[src/rtl/tb_stim_mux_pkg.sv]
// -----------------------------------------------------------------------------
// tb_stim_pkg
// Shared types and helpers for the stimulus multiplexer:
//   ch_width()   - width of a channel index, never narrower than one bit
//   wd_width()   - width of a watchdog counter able to hold 0..timeout
//   cnt_max()    - all-ones saturation value for a counter of a given width
//   out_state_e  - output register occupancy
//   wd_state_e   - stall watchdog states
// -----------------------------------------------------------------------------
package tb_stim_pkg;

    // A single channel still needs a one-bit tag so out_ch is never zero width.
    function automatic int ch_width(input int n);
        return (n > 1) ? $clog2(n) : 1;
    endfunction

    function automatic int wd_width(input int timeout);
        return (timeout > 0) ? $clog2(timeout + 1) : 1;
    endfunction

    // Computed in 64 bits and truncated by the caller; a 64-bit request
    // wraps the shift to zero and the subtraction yields all ones.
    function automatic logic [63:0] cnt_max(input int w);
        return (64'd1 << w) - 64'd1;
    endfunction

    typedef enum logic {
        OUT_EMPTY = 1'b0,
        OUT_FULL  = 1'b1
    } out_state_e;

    typedef enum logic [1:0] {
        WD_IDLE     = 2'd0,
        WD_COUNTING = 2'd1,
        WD_TRIPPED  = 2'd2
    } wd_state_e;

endpackage

[src/rtl/tb_stim_mux_rr_arbiter.sv]
// -----------------------------------------------------------------------------
// rr_arbiter
// Round-robin arbiter. The search for a requester starts at the internal
// pointer; after a grant to channel g the pointer moves to g+1 (mod NUM_CH).
// Without a grant the pointer holds.
// Ports:
//   clk        in   clock
//   rst_n      in   asynchronous active-low reset (pointer to channel 0)
//   req        in   NUM_CH request vector
//   en         in   arbitration enable; no grant is issued while low
//   grant      out  NUM_CH one-hot grant (all zero when none)
//   grant_idx  out  CH_W index of the granted channel (0 when none)
// -----------------------------------------------------------------------------
module rr_arbiter
    import tb_stim_pkg::*;
#(
    parameter  int NUM_CH = 4,
    localparam int CH_W   = ch_width(NUM_CH)
) (
    input  logic              clk,
    input  logic              rst_n,
    input  logic [NUM_CH-1:0] req,
    input  logic              en,
    output logic [NUM_CH-1:0] grant,
    output logic [CH_W-1:0]   grant_idx
);

    logic [CH_W-1:0] ptr_q;
    logic            found;

    // Walk the channels in order ptr, ptr+1, ... and take the first requester.
    always_comb begin
        grant     = '0;
        grant_idx = '0;
        found     = 1'b0;
        for (int k = 0; k < NUM_CH; k++) begin
            logic [CH_W-1:0] cand;
            cand = CH_W'((int'(ptr_q) + k) % NUM_CH);
            if (en && !found && req[cand]) begin
                found       = 1'b1;
                grant[cand] = 1'b1;
                grant_idx   = cand;
            end
        end
    end

    always_ff @(posedge clk or negedge rst_n) begin
        if (!rst_n) begin
            ptr_q <= '0;
        end else if (found) begin
            if (grant_idx == CH_W'(NUM_CH - 1)) begin
                ptr_q <= '0;
            end else begin
                ptr_q <= grant_idx + CH_W'(1);
            end
        end
    end

endmodule

[config.mk]
export PLATFORM = sky130hd
export DESIGN_NAME = rr_arbiter
export DESIGN_NICKNAME = d
export VERILOG_FILES = /design/src/rtl/tb_stim_mux_pkg.sv /design/src/rtl/tb_stim_mux_rr_arbiter.sv
export SDC_FILE = /design/constraint.sdc
export NUM_CORES = 1
export LEC_CHECK = 0
export CAP_MARGIN = 0
export CORE_MARGIN = 4
export CORE_UTILIZATION = 50
export DETAILED_ROUTE_END_ITERATION = 10
export PLACE_DENSITY_LB_ADDON = 0.08
export SYNTH_ARGS = -nofsm -noshare
export SYNTH_HDL_FRONTEND = slang
export SYNTH_SLANG_ARGS = --single-unit
export TNS_END_PERCENT = 30
[constraint.sdc]
create_clock -name clk -period 3.73 [get_ports clk]
set_clock_uncertainty 0.1 [all_clocks]
set_input_delay 0.746 -clock clk [delete_from_list [all_inputs] [get_ports clk]]
set_output_delay 0.746 -clock clk [all_outputs]
set_load 0.05 [all_outputs]
==> results of run 1 <==
[per-stage QoR]
step / setup TNS [ns] / cell area [um^2] / setup slack [ns] / std cells
after global routing: -0.0108 / 915 / -0.00891 / 112
after CTS: 0 / 893 / 0.0557 / 110
after floorplan: 0 / 659 / 0.333 / 80
after global placement: 0 / 871 / 0.0994 / 107
final: 0 / 915 / 0.0686 / 112
after detailed placement: 0 / 871 / 0.0640 / 107
[synthesized netlist by cell type (2+ instances only)]
cell	count
sky130_fd_sc_hd__o22ai_1	4
sky130_fd_sc_hd__buf_2	4
sky130_fd_sc_hd__nor4_1	2
sky130_fd_sc_hd__dfrtp_1	2
sky130_fd_sc_hd__a22oi_1	4
sky130_fd_sc_hd__inv_1	9
sky130_fd_sc_hd__a21oi_1	2
sky130_fd_sc_hd__nor2b_1	2
sky130_fd_sc_hd__mux2i_1	5
sky130_fd_sc_hd__nor2_1	5
sky130_fd_sc_hd__a221o_1	4
sky130_fd_sc_hd__mux2_2	2
sky130_fd_sc_hd__o21ai_0	3
sky130_fd_sc_hd__ha_1	8
[final cells by class]
class	instances	area [um^2]	share of cell area
inverters	9	33.8	0.0369
well taps	14	17.5	0.0192
clock buffers	3	22.5	0.0246
repair buffers	21	250	0.274
multi-input cells	63	541	0.591
flip-flops and latches	2	50.0	0.0547
[repair_timing]
action | CTS | global route
buffers inserted | 0 | 2
setup endpoints to repair | 0 | 4
hold endpoints to repair | 0 | 0
gates resized for setup | 0 | 2
[logic make-up after synthesis]
logic type,Yosys count
AO/OA/AOI/OAI,31
buffers and inverters,15
AND/OR/NAND/NOR,15
multiplexers,8
adder cells (fa/ha/maj),8
flip-flops,2
XOR/XNOR,1
[power groups by stage]
| stage | Combinational [mW] | Clock (mW) | Sequential (mW) |
|---|---|---|---|
| final | 0.829 | 0.0462 | 0.0402 |
| after global routing | 0.886 | 0.0505 | 0.0419 |
| after CTS | 0.805 | 0.0479 | 0.0404 |
| after detailed placement | 0.802 | 0 | 0.0405 |
| after global placement | 0.796 | 0 | 0.0388 |
| after floorplan | 0.535 | 0 | 0.0525 |
[worst reg2reg max path, stage by stage (launching register included)]
cell	delay [ns]
sky130_fd_sc_hd__dfrtp_1	0.34
sky130_fd_sc_hd__inv_1	0.09
sky130_fd_sc_hd__ha_1	0.52
sky130_fd_sc_hd__nor2b_1	0.08
sky130_fd_sc_hd__a2111oi_0	0.38
sky130_fd_sc_hd__o21ai_1	0.16
sky130_fd_sc_hd__buf_4	0.16
sky130_fd_sc_hd__o31ai_2	0.34
sky130_fd_sc_hd__mux2i_1	0.14
[layout by cell type, fill, tap and decap left out, types with 3 or more instances in the layout]
cell type,synthesis,routed
sky130_fd_sc_hd__inv_1,9,9
sky130_fd_sc_hd__buf_4,1,9
sky130_fd_sc_hd__ha_1,8,8
sky130_fd_sc_hd__buf_12,0,6
sky130_fd_sc_hd__nor2_1,5,5
sky130_fd_sc_hd__clkdlybuf4s50_1,0,5
sky130_fd_sc_hd__mux2i_1,5,4
sky130_fd_sc_hd__a22oi_1,4,4
sky130_fd_sc_hd__o22ai_1,4,4
sky130_fd_sc_hd__a221o_1,4,4
sky130_fd_sc_hd__o21ai_0,3,3
sky130_fd_sc_hd__clkbuf_4,0,3
[path summary, 6_finish.rpt]
kind / endpoint / depth (start not counted)
max: grant[2] / 7
min: async pin / 1
max reg2reg: ptr_q[1]$_DFFE_PN0P_ / 8
min reg2reg: flop / 3
max in group asynchronous: ptr_q[1]$_DFFE_PN0P_ / 1
min in group clk: flop / 3
[metal layers]
layer,track usage,wire (um)
met1,0.245,683
met2,0.285,836
met3,0.00407,157
met4,0.0241,0
met5,0,0
==> tab_implementation.tex, run 1 <==
\begin{tabular}{lr}
\hline
Metric & Value \\
\hline
\multicolumn{2}{l}{\textbf{Finish}} \\
\quad Diode count & 0 \\
\quad Filler cell count & 87 \\
\quad Synthesis-to-finish area growth & 39.8\% \\
\quad Share of final-layout standard cells stronger than drive strength 1 & 0.265 \\
\quad Net count reported at finish & 115 \\
\quad Final core area utilization & 0.781 \\
\multicolumn{2}{l}{\textbf{Place}} \\
\quad Gpl congestion & 0.876 \\
\quad IO Port Bufs & 12 \\
\quad Post-DP HPWL & 1170 um \\
\multicolumn{2}{l}{\textbf{Setup path}} \\
\quad Data arrival time of the worst path & 2.82 ns \\
\quad Worst Path Required & 2.88 ns \\
\quad Origin of the critical flop-to-flop path & ptr\_q[1]\$\_DFFE\_PN0P\_ \\
\quad Category of cells accounting for the largest share of critical-path delay & buffers and inverters \\
\quad Maximum fanout along the worst path & 8 \\
\quad Number of buffer and inverter stages on the critical path & 3 \\
\quad Path type of the worst setup path & in -> out \\
\quad Highest-delay cell along the critical path & sky130\_fd\_sc\_hd\_\_mux4\_2 \\
\quad Slack of the worst reg-to-reg path & 1.28 ns \\
\quad Max stage delay on crit path & 0.59 ns \\
\quad CP startpoint & req[1] \\
\quad Nature of the critical path endpoint & output pin \\
\quad Startpoint Class & input pin \\
\quad Critical path, cell by cell & clkdlybuf4s50\_1 > mux4\_2 > buf\_4 > a22oi\_1 > o22ai\_1 > a221o\_1 > buf\_12 \\
\multicolumn{2}{l}{\textbf{Detailed routing}} \\
\quad Initial drt markers & 61 \\
\quad Total via count in the routed design & 691 \\
\quad Vias per std cell & 6.17 \\
\quad Initial DRT Pass Iterations & 5 \\
\quad Final wirelength & 1680 um \\
\quad Number of nets with antenna violations after routing & 0 \\
\quad DRC & 0 \\
\quad Detail-routed net length per standard cell & 15.0 um \\
\multicolumn{2}{l}{\textbf{Synth}} \\
\quad Share of cell area taken by muxes after synthesis & 0.145 \\
\quad Post-Syn Area & 654 um\^{}2 \\
\quad Post-Synthesis Mean Instance Area & 8.18 um\^{}2 \\
\quad Main area contributors after synthesis & sky130\_fd\_sc\_hd\_\_ha\_1 (15\%), sky130\_fd\_sc\_hd\_\_dfrtp\_1 (7.6\%), sky130\_fd\_sc\_hd\_\_mux2i\_1 (7.6\%) \\
\quad FF+latch count, synth & 2 \\
\quad Post-synthesis share of cell area spent on xor and xnor gates & 0.0134 \\
\quad Number of warnings issued by yosys & 0 \\
\quad Count of flip-flops with a built-in enable after synthesis & 0 \\
\quad Sequential-to-total area share from yosys stat & 0.0765 \\
\quad Synth top area share & 0.153 \\
\quad Post-synthesis cell type with the largest combined area & sky130\_fd\_sc\_hd\_\_ha\_1 \\
\quad Cell count after synthesis & 80 \\
\quad Net count after synthesis & 95 \\
\quad Synth unique cells & 38 \\
\quad Simple logic cell fraction of the synthesized area & 0.126 \\
\quad Primary flip-flop cell chosen by synthesis mapping & sky130\_fd\_sc\_hd\_\_dfrtp\_1 \\
\quad Area share of fa/ha/maj cells after synthesis & 0.153 \\
\quad Share of the synthesized area in compound gates (AO/OA/AOI/OAI) & 0.375 \\
\quad Dominant combinational cell family by area after synthesis & compound AO/OA/AOI/OAI gates \\
\quad Post-synthesis async set-or-reset flop share & 1.00 \\
\multicolumn{2}{l}{\textbf{GRT}} \\
\quad Maximum number of pins on one net before global-route repair & 19 \\
\quad Via count of the first global-routing pass & 582 \\
\quad Overall routing resource usage & 0.169 \\
\quad Wire length of the first global-routing pass & 2620 um \\
\quad Gr ovfl total & 0 \\
\quad Initial antenna violation count & 0 \\
\multicolumn{2}{l}{\textbf{Floorplan}} \\
\quad Die outline height & 44.2 um \\
\quad Core area & 1170 um\^{}2 \\
\quad Total Die Area & 1950 um\^{}2 \\
\quad I/O Pins & 13 \\
\quad Initial standard-cell utilization of the core & 0.559 \\
\quad Number of rows created at floorplan & 12 \\
\quad Horizontal die dimension & 44.2 um \\
\multicolumn{2}{l}{\textbf{Pwr}} \\
\quad Internal power & 444 uW \\
\quad Share of total power in sequential cells & 0.044 \\
\quad Maximum VDD drop & 950 uV \\
\quad Leakage power of the design & 0.396 nW \\
\quad Comb power frac & 0.906 \\
\quad Switching power total & 471 uW \\
\quad Overall Power & 916 uW \\
\quad Power density over the cells & 1000 nW/um\^{}2 \\
\quad Clk network pwr share & 0.050 \\
\quad Switching share of power & 0.515 \\
\multicolumn{2}{l}{\textbf{Timing}} \\
\quad Number of max-slew violations in the final report & 0 \\
\quad Fmax achieved & 0.273 GHz \\
\quad Final worst-path cycle share & 0.982 \\
\quad Transition time at the pin with the least slew margin & 0.393 ns \\
\quad Tightest slew margin relative to the limit & 0.735 \\
\quad Final setup fails & 0 \\
\quad Fin Hold WS & 0.599 ns \\
\quad Count of endpoints failing hold in the final timing report & 0 \\
\quad Final period demand of the worst path & 3.66 ns \\
\multicolumn{2}{l}{\textbf{Run}} \\
\quad Count of max-cap constraint violations & 0 \\
\multicolumn{2}{l}{\textbf{Clock network}} \\
\quad Clock buffer depth & 2 \\
\quad Worst-Skew Late Latency & 0.22 ns \\
\quad Clock Root Buffer & sky130\_fd\_sc\_hd\_\_clkbuf\_4 \\
\quad CTS sink cnt & 2 \\
\quad \# hold bufs at CTS & 0 \\
\quad Clock tree from TritonCTS & built \\
\quad TritonCTS Buffers & 3 \\
\quad Clock slew seen by the registers of the worst setup and hold paths & 0.03 ns \\
\quad H-tree level count & 1 \\
\multicolumn{2}{l}{\textbf{Hold path}} \\
\quad Type of the tightest min-delay check & in -> async \\
\multicolumn{2}{l}{\textbf{Outcome}} \\
\quad Result of the run & finished clean \\
\hline
\end{tabular}
No activity file was read; power rests on OpenSTA's default activity.
==> run 2: changes to the inputs <==
CELL_PAD_IN_SITES_DETAIL_PLACEMENT = 0   (was default)
CELL_PAD_IN_SITES_GLOBAL_PLACEMENT = 1   (was default)
CORE_UTILIZATION = 37   (was 50)
==> run 2 against run 1 <==
Fmax rose by 2.6%. Via count rose by 1.4%. Global-route usage fell by 1.9 points. Flip-flop and latch count did not move. Cell area rose by 3.7%. Total power rose by 3.3%. First-iteration DRC count fell by 84%. Sequential power fell by 2%. Utilization fell by 19 points. Worst hold slack got worse by 0.016 ns. Setup slack improved by 0.093 ns. Clock-buffer cell count did not move.
==> tab_implementation.tex, run 2 (synthesized netlist as in run 1, its figures left out) <==
\begin{tabular}{lr}
\hline
Metric & Value \\
\hline
\multicolumn{2}{l}{\textbf{Outcome}} \\
\quad Result of the run & finished clean \\
\multicolumn{2}{l}{\textbf{Setup path}} \\
\quad Worst Path Required & 2.88 ns (about the same) \\
\quad Number of buffer and inverter stages on the critical path & 3 (unchanged) \\
\quad Origin of the critical flop-to-flop path & ptr\_q[1]\$\_DFFE\_PN0P\_ \\
\quad Critical path, cell by cell & clkdlybuf4s50\_1 > buf\_4 > mux2i\_2 > a2bb2oi\_1 > o2111ai\_1 > o22ai\_1 > a221o\_1 > buf\_12 \\
\quad CP startpoint & req[2] \\
\quad Highest-delay cell along the critical path & sky130\_fd\_sc\_hd\_\_clkdlybuf4s50\_1 \\
\quad Startpoint Class & input pin \\
\quad Max stage delay on crit path & 0.44 ns (-0.15 ns) \\
\quad Path type of the worst setup path & in -> out \\
\quad Nature of the critical path endpoint & output pin \\
\quad Maximum fanout along the worst path & 9 (+1) \\
\quad Category of cells accounting for the largest share of critical-path delay & compound AO/OA/AOI/OAI gates \\
\quad Data arrival time of the worst path & 2.72 ns (-0.10 ns) \\
\multicolumn{2}{l}{\textbf{Pwr}} \\
\quad Overall Power & 946 uW (+3.3\%) \\
\quad Maximum VDD drop & 701 uV (-26\%) \\
\quad Leakage power of the design & 0.409 nW (+3.1\%) \\
\quad Power density over the cells & 998 nW/um\^{}2 (-0.34\%) \\
\multicolumn{2}{l}{\textbf{Clock network}} \\
\quad Clock tree from TritonCTS & built \\
\quad Clock Root Buffer & sky130\_fd\_sc\_hd\_\_clkbuf\_4 \\
\quad Worst-Skew Late Latency & 0.22 ns (about the same) \\
\quad H-tree level count & 1 (unchanged) \\
\quad TritonCTS Buffers & 3 (unchanged) \\
\quad Clock slew seen by the registers of the worst setup and hold paths & 0.03 ns (about the same) \\
\quad CTS sink cnt & 2 (unchanged) \\
\quad Clock buffer depth & 2 (unchanged) \\
\quad \# hold bufs at CTS & 0 (unchanged) \\
\multicolumn{2}{l}{\textbf{Floorplan}} \\
\quad Number of rows created at floorplan & 14 (+2) \\
\quad Horizontal die dimension & 50.1 um (+13\%) \\
\quad Die outline height & 50.1 um (+13\%) \\
\quad Core area & 1590 um\^{}2 (+36\%) \\
\quad Initial standard-cell utilization of the core & 0.411 (-0.148) \\
\quad I/O Pins & 13 (unchanged) \\
\quad Total Die Area & 2510 um\^{}2 (+28\%) \\
\multicolumn{2}{l}{\textbf{Detailed routing}} \\
\quad Detail-routed net length per standard cell & 14.2 um (-5.2\%) \\
\quad Number of nets with antenna violations after routing & 0 (unchanged) \\
\quad Final wirelength & 1760 um (+5.0\%) \\
\quad Initial drt markers & 10 (-84\%) \\
\quad DRC & 0 (unchanged) \\
\quad Initial DRT Pass Iterations & 4 (-1) \\
\quad Total via count in the routed design & 701 (+1.4\%) \\
\quad Vias per std cell & 5.65 (-8.4\%) \\
\multicolumn{2}{l}{\textbf{Finish}} \\
\quad Area used by multi-input combinational logic & 547 um\^{}2 (+1.2\%) \\
\quad Filler cell count & 143 (+64\%) \\
\quad Final core area utilization & 0.595 (-0.186) \\
\quad Summed area of non-filler cells in the final layout & 948 um\^{}2 (+3.7\%) \\
\quad Sequential Area & 50.0 um\^{}2 (unchanged) \\
\quad Diode count & 0 (unchanged) \\
\quad Commonest cells after routing, fill and taps aside & sky130\_fd\_sc\_hd\_\_buf\_4 (11), sky130\_fd\_sc\_hd\_\_inv\_1 (9), sky130\_fd\_sc\_hd\_\_ha\_1 (8) \\
\quad Share of final-layout standard cells stronger than drive strength 1 & 0.280 (+0.0147) \\
\quad Commonest non-fill, non-tap cell in the layout & sky130\_fd\_sc\_hd\_\_buf\_4 \\
\quad Net count reported at finish & 117 (+1.7\%) \\
\quad Synthesis-to-finish area growth & 44.9\% \\
\quad Number of standard cells in the final layout excluding fillers & 124 (+11\%) \\
\multicolumn{2}{l}{\textbf{GRT}} \\
\quad Initial antenna violation count & 0 (unchanged) \\
\quad Wire length of the first global-routing pass & 2930 um (+12\%) \\
\quad Gr ovfl total & 0 (unchanged) \\
\quad Overall routing resource usage & 0.150 (-0.0195) \\
\quad Via count of the first global-routing pass & 642 (+10\%) \\
\quad Maximum number of pins on one net before global-route repair & 19 (unchanged) \\
\multicolumn{2}{l}{\textbf{Place}} \\
\quad Post-DP HPWL & 1300 um (+11\%) \\
\quad Area after DPL & 898 um\^{}2 (+3.2\%) \\
\quad Gpl congestion & 0.796 (-9.1\%) \\
\quad IO Port Bufs & 12 (unchanged) \\
\quad Number of placed instances with taps included & 119 (+11\%) \\
\multicolumn{2}{l}{\textbf{Timing}} \\
\quad Number of max-slew violations in the final report & 0 (unchanged) \\
\quad Final period demand of the worst path & 3.57 ns (-0.0928 ns) \\
\quad Fmax achieved & 0.280 GHz (+2.6\%) \\
\quad Transition time at the pin with the least slew margin & 0.354 ns (-0.0391 ns) \\
\quad Total negative setup slack & 0 ns (unchanged) \\
\quad Final setup fails & 0 (unchanged) \\
\quad Count of endpoints failing hold in the final timing report & 0 (unchanged) \\
\quad Tightest slew margin relative to the limit & 0.758 (+0.0233) \\
\quad RSZ-0062 raised after global routing & no \\
\quad Final worst-path cycle share & 0.957 (-0.0249) \\
\multicolumn{2}{l}{\textbf{Hold path}} \\
\quad Type of the tightest min-delay check & in -> async \\
\multicolumn{2}{l}{\textbf{Run}} \\
\quad Count of max-cap constraint violations & 0 (unchanged) \\
\hline
\end{tabular}
-- run 2: through the flow --
stage | setup slack (ns) | hold WS (ns)
6_report | 0.161 | 0.583
5_1_grt | 0.0387 | 0.572
4_1_cts | 0.0523 | 0.579
3_3_place_gp | 0.0248 | 0.626
3_5_place_dp | 0.0609 | 0.626
2_1_floorplan | 0.333 | 0.350
-- run 2: path summary, 6_finish.rpt --
path                                        end  slack (ns)  cells past startpoint
setup / recovery                       grant[3]        0.16                      8
hold / removal             ptr_q[1]$_DFFE_PN0P_        0.58                      1
setup reg to reg           ptr_q[1]$_DFFE_PN0P_        1.29                      8
hold reg to reg                            flop        0.62                      3
max in group asynchronous             async pin        2.83                      1
min in group clk                           flop        0.62                      3
-- run 2: repair_timing --
action	in CTS	in global routing
gates resized for setup	0	3
setup buffers	0	2
setup endpoints to repair	0	5
-- run 2: per-layer routing --
metal  up-vias  global-route usage  share of wire
met5         -                   0              0
met3         2              0.0271          0.039
met4         0              0.0553         0.0097
met2        18               0.226           0.43
li1        353                   -              -
met1       328               0.209           0.52
-- run 2: where the power goes --
| group | total (mW) | switching, mW | internal, mW |
|---|---|---|---|
| clock | 0.0477 | 0.0123 | 0.0355 |
| sequential | 0.0394 | 0.00549 | 0.0339 |
| combinational | 0.859 | 0.471 | 0.388 |
-- run 2: area by class of cell --
| class | count | area share |
|---|---|---|
| Clock buffer | 3 | 0.0237 |
| Tap cell | 24 | 0.0317 |
| Inverter | 9 | 0.0356 |
| Multi-Input combinational cell | 63 | 0.577 |
| Sequential cell | 2 | 0.0528 |
| Timing Repair Buffer | 23 | 0.280 |
==> run 3: changes to the inputs <==
CORE_UTILIZATION = 44   (was 37)
DONT_BUFFER_PORTS = 1   (was default)
==> run 3 against run 2 <==
Sequential share of layout area up 1.1 points. Total power down 10%. First-iteration DRC count up 80%. Final cell count down 19%. Worst hold slack worse by 0.46 ns. Utilization down 1.8 points. Fmax up 4.4%. Global-route usage up 3.6 points. Die area down 13%. Wire length down 3.3%. Setup slack better by 0.15 ns. Register-to-register slack about the same. Largest cell class unchanged. Largest power group unchanged.
==> tab_implementation.tex, run 3 (synthesized netlist as in run 1, its figures left out) <==
\begin{tabular}{lr}
\hline
Metric & Value \\
\hline
\multicolumn{2}{l}{\textbf{Place}} \\
\quad Post-DP HPWL & 1240 um (-5.1\%) \\
\quad IO Port Bufs & 0 (-12) \\
\quad Setup slack at placement & 0.566 ns (+0.505 ns) \\
\quad Gpl congestion & 0.829 (+4.1\%) \\
\multicolumn{2}{l}{\textbf{Detailed routing}} \\
\quad Total via count in the routed design & 668 (-4.7\%) \\
\quad Vias per std cell & 6.61 (+17\%) \\
\quad Number of nets with antenna violations after routing & 0 (unchanged) \\
\quad Final wirelength & 1700 um (-3.3\%) \\
\quad Initial drt markers & 18 (+8) \\
\quad Detail-routed net length per standard cell & 16.9 um (+19\%) \\
\quad DRC & 0 (unchanged) \\
\quad Initial DRT Pass Iterations & 4 (unchanged) \\
\multicolumn{2}{l}{\textbf{Setup path}} \\
\quad Worst Path Required & 2.88 ns (about the same) \\
\quad Startpoint Class & flop \\
\quad Data arrival time of the worst path & 2.57 ns (-0.15 ns) \\
\quad Maximum fanout along the worst path & 11 (+2) \\
\quad Worst flop-to-flop path endpoint & ptr\_q[1]\$\_DFFE\_PN0P\_ \\
\quad Slack of the worst reg-to-reg path & 1.30 ns (about the same) \\
\quad Max stage delay on crit path & 0.52 ns (+0.08 ns) \\
\quad Highest-delay cell along the critical path & sky130\_fd\_sc\_hd\_\_ha\_1 \\
\quad Depth of the worst register-to-register path & 8 (unchanged) \\
\quad Origin of the critical flop-to-flop path & ptr\_q[1]\$\_DFFE\_PN0P\_ \\
\quad Category of cells accounting for the largest share of critical-path delay & compound AO/OA/AOI/OAI gates \\
\quad Nature of the critical path endpoint & output pin \\
\quad Critical path, cell by cell & inv\_1 > ha\_1 > mux2\_2 > a31oi\_1 > a21oi\_1 > a221o\_1 > buf\_12 \\
\quad Stages on worst setup path & 7 (-1) \\
\quad Number of buffer and inverter stages on the critical path & 2 (-1) \\
\quad Path type of the worst setup path & reg -> out \\
\multicolumn{2}{l}{\textbf{Floorplan}} \\
\quad Number of rows created at floorplan & 13 (-1) \\
\quad Die outline height & 46.6 um (-7.0\%) \\
\quad Core area & 1350 um\^{}2 (-15\%) \\
\quad Horizontal die dimension & 46.6 um (-7.0\%) \\
\quad I/O Pins & 13 (unchanged) \\
\quad Initial standard-cell utilization of the core & 0.485 (+0.0742) \\
\quad Total Die Area & 2170 um\^{}2 (-13\%) \\
\multicolumn{2}{l}{\textbf{Clock network}} \\
\quad Worst-Skew Late Latency & 0.22 ns (about the same) \\
\quad Clock buffer depth & 2 (unchanged) \\
\quad \# hold bufs at CTS & 0 (unchanged) \\
\quad H-tree level count & 1 (unchanged) \\
\quad CTS sink cnt & 2 (unchanged) \\
\quad Clock slew seen by the registers of the worst setup and hold paths & 0.03 ns (about the same) \\
\quad Buffer count from post-CTS setup fixing & 0 (unchanged) \\
\quad Clock tree from TritonCTS & built \\
\quad TritonCTS Buffers & 3 (unchanged) \\
\quad Clock Root Buffer & sky130\_fd\_sc\_hd\_\_clkbuf\_4 \\
\quad Cts repair resizes & 0 (unchanged) \\
\multicolumn{2}{l}{\textbf{Timing}} \\
\quad Fin Hold WS & 0.119 ns (-0.464 ns) \\
\quad Final period demand of the worst path & 3.42 ns (-0.152 ns) \\
\quad Fmax achieved & 0.293 GHz (+4.4\%) \\
\quad Total negative setup slack & 0 ns (unchanged) \\
\quad Final WS setup & 0.313 ns (+0.152 ns) \\
\quad Final setup fails & 0 (unchanged) \\
\quad RSZ-0062 raised after global routing & no \\
\quad Number of max-slew violations in the final report & 0 (unchanged) \\
\quad Count of endpoints failing hold in the final timing report & 0 (unchanged) \\
\quad Final worst-path cycle share & 0.916 (-0.0407) \\
\quad Transition time at the pin with the least slew margin & 0.361 ns (+0.00730 ns) \\
\quad Tightest slew margin relative to the limit & 0.753 (-0.00499) \\
\multicolumn{2}{l}{\textbf{Finish}} \\
\quad Commonest cells after routing, fill and taps aside & sky130\_fd\_sc\_hd\_\_inv\_1 (9), sky130\_fd\_sc\_hd\_\_ha\_1 (8), sky130\_fd\_sc\_hd\_\_mux2i\_1 (5), sky130\_fd\_sc\_hd\_\_nor2\_1 (5), sky130\_fd\_sc\_hd\_\_buf\_4 (5) \\
\quad Filler cell count & 118 (-17\%) \\
\quad Synthesis-to-finish area growth & 19.1\% \\
\quad Commonest non-fill, non-tap cell in the layout & sky130\_fd\_sc\_hd\_\_inv\_1 \\
\quad Diode count & 0 (unchanged) \\
\quad Share of final-layout standard cells stronger than drive strength 1 & 0.221 (-0.0591) \\
\quad Net count reported at finish & 103 (-12\%) \\
\multicolumn{2}{l}{\textbf{Outcome}} \\
\quad Result of the run & finished clean \\
\multicolumn{2}{l}{\textbf{GRT}} \\
\quad Overall routing resource usage & 0.186 (+0.0359) \\
\quad Maximum number of pins on one net before global-route repair & 19 (unchanged) \\
\quad Via count of the first global-routing pass & 624 (-2.8\%) \\
\quad Wire length of the first global-routing pass & 2880 um (-1.6\%) \\
\quad Initial antenna violation count & 0 (unchanged) \\
\quad Gr ovfl total & 0 (unchanged) \\
\multicolumn{2}{l}{\textbf{Pwr}} \\
\quad Leakage power of the design & 0.330 nW (-19\%) \\
\quad Power density over the cells & 1090 nW/um\^{}2 (+9.0\%) \\
\quad Maximum VDD drop & 670 uV (-4.4\%) \\
\multicolumn{2}{l}{\textbf{Hold path}} \\
\quad Type of the tightest min-delay check & in -> async \\
\multicolumn{2}{l}{\textbf{Run}} \\
\quad Count of max-cap constraint violations & 0 (unchanged) \\
\hline
\end{tabular}
[run 3: cell count changes in the layout (fill, tap and decap cells not counted), sizes merged]
cell and delta:
buf -8, clkdlybuf4s50 -5, dlymetal6s2s -1
[run 3: worst reg2reg max path: stages, from the launching register on]
cell and delay, ns:
sky130_fd_sc_hd__dfrtp_1 0.33, sky130_fd_sc_hd__inv_1 0.09, sky130_fd_sc_hd__ha_1 0.52, sky130_fd_sc_hd__nor2b_1 0.08, sky130_fd_sc_hd__a2111oi_0 0.38, sky130_fd_sc_hd__o21ai_1 0.19, sky130_fd_sc_hd__o31ai_2 0.27, sky130_fd_sc_hd__buf_4 0.25
sky130_fd_sc_hd__mux2i_1 0.10
[run 3: area by class of cell]
cell class	instances	area (um^2)	area share
Multi-Input combinational cell	63	537	0.689
Timing Repair Buffer	9	118	0.151
Sequential cell	2	50.0	0.0642
Inverter	9	33.8	0.0433
Clock buffer	3	22.5	0.0289
Tap cell	15	18.8	0.0241
[run 3: metrics by stage]
step / instances / total power, mW / area (um^2) / utilization
floorplan: 80 / 0.587 / 659 / -
global placement: 98 / 0.795 / 757 / 0.561
detailed placement: 98 / 0.794 / 757 / 0.561
CTS: 101 / 0.850 / 779 / 0.577
global route: 101 / 0.915 / 779 / 0.577
finish: 101 / 0.848 / 779 / 0.577
[run 3: per-layer routing]
layer	track usage	wire, um	up-vias
li1	-	-	327
met2	0.275	818	22
met3	0.0273	114	0
met5	0	0	-
met1	0.256	771	319
met4	0.0966	0	0
[run 3: worst max path at each step]
| stage | start | to |
|---|---|---|
| final | ptr_q[1]$_DFFE_PN0P_ | grant[2] |
| after global routing | ptr_q[1]$_DFFE_PN0P_ | grant[2] |
| after CTS | ptr_q[1]$_DFFE_PN0P_ | grant[2] |
| after detailed placement | ptr_q[1]$_DFFE_PN0P_ | grant[2] |
| after global placement | req[3] | grant[1] |
| after floorplan | flop | grant_idx[1] |
[run 3: power breakdown]
part           switching, mW  total [mW]  internal [mW]
clock network         0.0125      0.0480         0.0355
registers            0.00522      0.0391         0.0339
logic                  0.443       0.761          0.317
